`src/rtl/pixel_dither_rgb565.sv`:
```
// RGB888 -> RGB565 reducer with LFSR dither, 2-stage valid/ready pipeline with frame/line sideband.
// Optional macro DITHER_RUNTIME_CTRL_EN adds i_dither_en to gate the noise per accepted pixel.
module pixel_dither_rgb565 #(
   parameter int PIPE_STAGES = 2
) (
   input  logic        i_clk,
   input  logic        i_reset,
   input  logic [4:0]  i_noise,
`ifdef DITHER_RUNTIME_CTRL_EN
   input  logic        i_dither_en,
`endif
   input  logic        i_valid,
   output logic        o_ready,
   input  logic [23:0] i_rgb,
   input  logic        i_sof,
   input  logic        i_eol,
   output logic        o_valid,
   input  logic        i_ready,
   output logic [15:0] o_rgb565,
   output logic        o_sof,
   output logic        o_eol,
   output logic [15:0] o_pix_count
);

   // r_vld[0] = stage-1 occupied, r_vld[1] = stage-2 (output) occupied
   logic [PIPE_STAGES-1:0] r_vld;
   logic [8:0]  r_s1_r;
   logic [8:0]  r_s1_g;
   logic [8:0]  r_s1_b;
   logic        r_s1_sof;
   logic        r_s1_eol;
   logic [15:0] r_s2_rgb;
   logic        r_s2_sof;
   logic        r_s2_eol;
   logic [15:0] r_pix_count;

   logic        w_s2_load;
   logic        w_in_acc;
   logic        w_out_xfer;
   logic [4:0]  w_noise;
   logic [8:0]  w_sum_r;
   logic [8:0]  w_sum_g;
   logic [8:0]  w_sum_b;
   logic [7:0]  w_sat_r;
   logic [7:0]  w_sat_g;
   logic [7:0]  w_sat_b;

`ifdef DITHER_RUNTIME_CTRL_EN
   assign w_noise = i_dither_en ? i_noise : 5'd0;
`else
   assign w_noise = i_noise;
`endif

   assign w_s2_load  = !r_vld[1] || i_ready;
   assign o_ready    = !r_vld[0] || w_s2_load;
   assign w_in_acc   = i_valid && o_ready;
   assign w_out_xfer = r_vld[1] && i_ready;

   assign w_sum_r = {1'b0, i_rgb[23:16]} + {6'd0, w_noise[2:0]};
   assign w_sum_g = {1'b0, i_rgb[15:8]}  + {7'd0, w_noise[4:3]};
   assign w_sum_b = {1'b0, i_rgb[7:0]}   + {6'd0, w_noise[0], w_noise[4], w_noise[1]};

   // Carry out of the 8-bit channel means the noise pushed it past full scale
   assign w_sat_r = r_s1_r[8] ? 8'hFF : r_s1_r[7:0];
   assign w_sat_g = r_s1_g[8] ? 8'hFF : r_s1_g[7:0];
   assign w_sat_b = r_s1_b[8] ? 8'hFF : r_s1_b[7:0];

   always_ff @(posedge i_clk) begin
      if (i_reset) begin
         r_vld       <= '0;
         r_s1_r      <= 9'd0;
         r_s1_g      <= 9'd0;
         r_s1_b      <= 9'd0;
         r_s1_sof    <= 1'b0;
         r_s1_eol    <= 1'b0;
         r_s2_rgb    <= 16'd0;
         r_s2_sof    <= 1'b0;
         r_s2_eol    <= 1'b0;
         r_pix_count <= 16'd0;
      end else begin
         if (w_in_acc) begin
            r_vld[0] <= 1'b1;
            r_s1_r   <= w_sum_r;
            r_s1_g   <= w_sum_g;
            r_s1_b   <= w_sum_b;
            r_s1_sof <= i_sof;
            r_s1_eol <= i_eol;
         end else if (w_s2_load) begin
            r_vld[0] <= 1'b0;
         end

         if (w_s2_load) begin
            r_vld[1] <= r_vld[0];
            if (r_vld[0]) begin
               r_s2_rgb <= {w_sat_r[7:3], w_sat_g[7:2], w_sat_b[7:3]};
               r_s2_sof <= r_s1_sof;
               r_s2_eol <= r_s1_eol;
            end
         end

         if (w_out_xfer) begin
            r_pix_count <= r_s2_sof ? 16'd0 : r_pix_count + 16'd1;
         end
      end
   end

   assign o_valid     = r_vld[1];
   assign o_rgb565    = r_s2_rgb;
   assign o_sof       = r_s2_sof;
   assign o_eol       = r_s2_eol;
   assign o_pix_count = r_pix_count;

endmodule
```
`config.mk`:
```
export PLATFORM = sky130hd
export DESIGN_NAME = pixel_dither_rgb565
export DESIGN_NICKNAME = d
export VERILOG_FILES = /design/src/rtl/pixel_dither_rgb565.sv
export SDC_FILE = /design/constraint.sdc
export NUM_CORES = 1
export LEC_CHECK = 0
export BUFFER_PORTS_ARGS = -buffer_cell sky130_fd_sc_hd__buf_2
export CORE_MARGIN = 2
export CORE_UTILIZATION = 51
export DETAILED_ROUTE_END_ITERATION = 8
export GPL_TIMING_DRIVEN = 0
export PLACE_DENSITY = 0.76
export SLEW_MARGIN = 0
export SYNTH_ARGS = -nofsm -noshare
export SYNTH_HDL_FRONTEND = slang
export SYNTH_SLANG_ARGS = --single-unit
```
`constraint.sdc`:
```
create_clock -name i_clk -period 1.7 [get_ports i_clk]
set_input_delay 0.255 -clock i_clk [delete_from_list [all_inputs] [get_ports i_clk]]
set_output_delay 0.255 -clock i_clk [all_outputs]
set_load 0.005 [all_outputs]
```
==> out/metrics.csv <==
metric;value;unit
status;complete, no violations;
num-fill-cells;416;
vdd_drop_max;0.0005303;V
synth_compound_gate_area_share;17.35;%
crit_chain;ha_1, and3_1, buf_4, nand3_2, or4_1, nand2_1;
antenna_found_initial;0;
critPathLaunchType;register;
post_cts.resized_instances;0;
yosysUniqueCellTypes;37;
rsz0062_at_grt;false;
timing.critical_path.slowest_stage_cell;sky130_fd_sc_hd__or4_1;
final.period_utilization;91.82;%
synthesis.yosys.warnings;0;
place_congestion;0.8062;
drcViolationCount;0;
viasPerCell;5.230;
maximum_root_to_sink_buffer_count;2;
cell_family_contributing_the_most_delay_on_the_critical_path;simple AND/OR/NAND/NOR gates;
synth-edff-count;0;
ratio_of_cells_with_drive_above_1_in_the_final_layout;26.06;%
cellPowerDensity;895.0;nW/um^2
hold_class;input pin to register;
rows;25;
share_of_the_synthesized_netlist_area_taken_by_xor_and_xnor_gates;6.228;%
h-tree-depth;3;
worst_setup_path_end_kind;register;
final_cell_count_no_fill;443;
path_class;register to register;
placedCellCount;428;
cp.required;1.97;ns
cts_buffers;9;
overflow;0;
synthSimpleGateAreaFrac;24.12;%
arrival;1.83;ns
critPathBufInv;1;
initial_standard_cell_utilization_of_the_core;53.24;%
timing.final.max_slew_violations;0;
syn_avg_cell_area;8.668;sq um
critical_path.max_stage_delay;0.50;ns
yosys-top-cells-count;sky130_fd_sc_hd__dfxtp_1, sky130_fd_sc_hd__nor2_1, sky130_fd_sc_hd__a211oi_1;
place_hpwl;4224;um
gr-usage-all-layers;20.22;%
tightestPinTransition;0.5524;ns
post-cts-setup-buffers;0;
max_clock_freq;640.6;MHz
setup_viol;0;
synth_cells;292;
p_leak;0.001334;uW
critPathMaxFanout;6;
firstDrtPassIters;4;
largest_net_degree_at_the_start_of_global_routing;11;
syn2layout_area_growth;23.13;%
min_period;1.561;ns
io_pins;71;
multiplexer_share_of_the_synthesized_area;0.7909;%
grt_first_pass_wirelength;8431;um
finClkSkew;0.002910;ns
asyncSetResetFlopFracSynth;0;%
power;2789;uW
path_clk_slew;0.06;ns
die_h;74.45;um
max_cap_viol_count;0;
synth.ff_latch_count;57;
tritoncts;built;
timing.reg2reg.setup_slack;0.14;ns
core_area;4755;sq um
totalWireLength;5466;um
top_cells_by_area_in_the_synthesized_netlist;sky130_fd_sc_hd__dfxtp_1, sky130_fd_sc_hd__nor2_1, sky130_fd_sc_hd__a211oi_1;
clock_latency;0.32;ns
place_area;2960;sq um
fp.dieArea;5543;sq um
synth_flop_cell;sky130_fd_sc_hd__dfxtp_1;
synthDominantAreaCellType;sky130_fd_sc_hd__dfxtp_1;
insertedDiodeCount;0;
synth_top_area_share;45.08;%
dr.first_iter.drc_count;128;
mappedNetlistArea;2531;sq um
share_of_synthesized_cell_area_in_full_adder_half_adder_and_majority_cells;2.966;%
synth_sequential_area_ratio;45.08;%
die-width;74.45;um
final_net_count;413;
max_slew_margin;63.17;%
wl_per_cell;12.34;um
main_combinational_cell_family_by_area_after_synthesis;simple AND/OR/NAND/NOR gates;
dr_total_vias;2317;
synthesis.nets;333;
cts.sink_count;57;
root_buffer;sky130_fd_sc_hd__clkbuf_8;
via_count_of_the_first_global_routing_pass;1966;
report.final.hold_viol_count;0;
placement.io_buffers;69;
antenna_violating_nets_post_route;0;
stdcell_area;3117;sq um
hold_buffers;0;
==> worst min-delay path, delay by kind of cell <==
kind	cells	cell delay [ns]
buffers and inverters	1	0.10
AOI/OAI and AO/OA	1	0.05
and+or+nand+nor	1	0.04
==> report_power, final <==
group / leakage [uW] / total, uW / switching [uW] / internal [uW]
registers: 0.000467 / 1440 / 37.2 / 1400
clock network: 0.0000778 / 1030 / 462 / 564
logic: 0.000789 / 324 / 180 / 144
==> layer usage <==
metal	GRT usage (%)	share of wire, %
met5	0	0
met4	9.722	1.6
met3	6.098	4.8
met2	32.25	46
met1	24.96	47
==> path summary, 6_finish.rpt <==
path,to,depth (start not counted),startpoint
setup reg to reg,o_pix_count[10],6,o_pix_count[0]
hold reg to reg,r_s1_eol,2,r_s1_eol
hold / removal,r_s1_eol,3,i_eol
setup / recovery,o_pix_count[10],6,o_pix_count[0]
==> cells by family after synthesis <==
| kind of cell | count (synthesis) |
|---|---|
| simple gates | 124 |
| compound gates | 65 |
| flops | 57 |
| buf+inv | 20 |
| xor+xnor | 18 |
| fa+ha+maj | 6 |
| mux | 2 |
==> metrics by stage <==
step / worst slack (ns) / utilization, % / setup TNS [ns] / hold slack [ns]
after floorplan: 0.1583 / - / 0 / 0.3845
after global placement: -0.03078 / 62.26 / -0.03078 / 0.4403
after detailed placement: -0.04928 / 62.26 / -0.04928 / 0.4499
after CTS: 0.1315 / 65.55 / 0 / 0.1550
after global routing: 0.04242 / 65.55 / 0 / 0.1663
final: 0.1391 / 65.55 / 0 / 0.1700
==> state kept, by name (all words and copies together) (netlist names), 2 cells and up <==
signal,flops
o_rgb565,16
r_s1_g,7
o_pix_count,16
r_s1_r,6
r_vld,2
r_s1_b,6
==> cell type report <==
type | count | area [sq um] | share of cell area [%]
plain buffers | 16 | 72.57 | 2.328
clock buffers | 15 | 156.4 | 5.018
inverters | 4 | 15.01 | 0.4817
multi-input cells | 215 | 1303 | 41.79
flip-flops and latches | 57 | 1141 | 36.61
well taps | 67 | 83.83 | 2.690
repair buffers | 69 | 345.3 | 11.08
==> cells in the final DEF, fill, tap and decap left out, drive strengths merged <==
cell | synthesis | layout
and2 | 2 | 2
or2 | 1 | 1
or3 | 5 | 5
or4 | 3 | 3
nand3 | 12 | 12
xnor2 | 7 | 7
o21ai | 5 | 5
dfxtp | 57 | 57
nand4 | 9 | 9
nand2 | 22 | 22
a21bo | 2 | 2
a31oi | 1 | 1
ha | 6 | 6
o31ai | 2 | 2
o211ai | 2 | 2
nand2b | 1 | 1
mux2i | 2 | 2
xor2 | 11 | 11
a21oi | 20 | 20
and3 | 3 | 3
nand3b | 5 | 5
a211oi | 25 | 25
nor2 | 57 | 57
a41o | 1 | 1
clkbuf | 8 | 23
a311oi | 3 | 3
o41ai | 1 | 1
buf | 8 | 77
inv | 4 | 4
a31o | 2 | 2
nor3 | 1 | 1
and4 | 3 | 3
a21boi | 1 | 1
No activity file was read; power rests on OpenSTA's default activity.
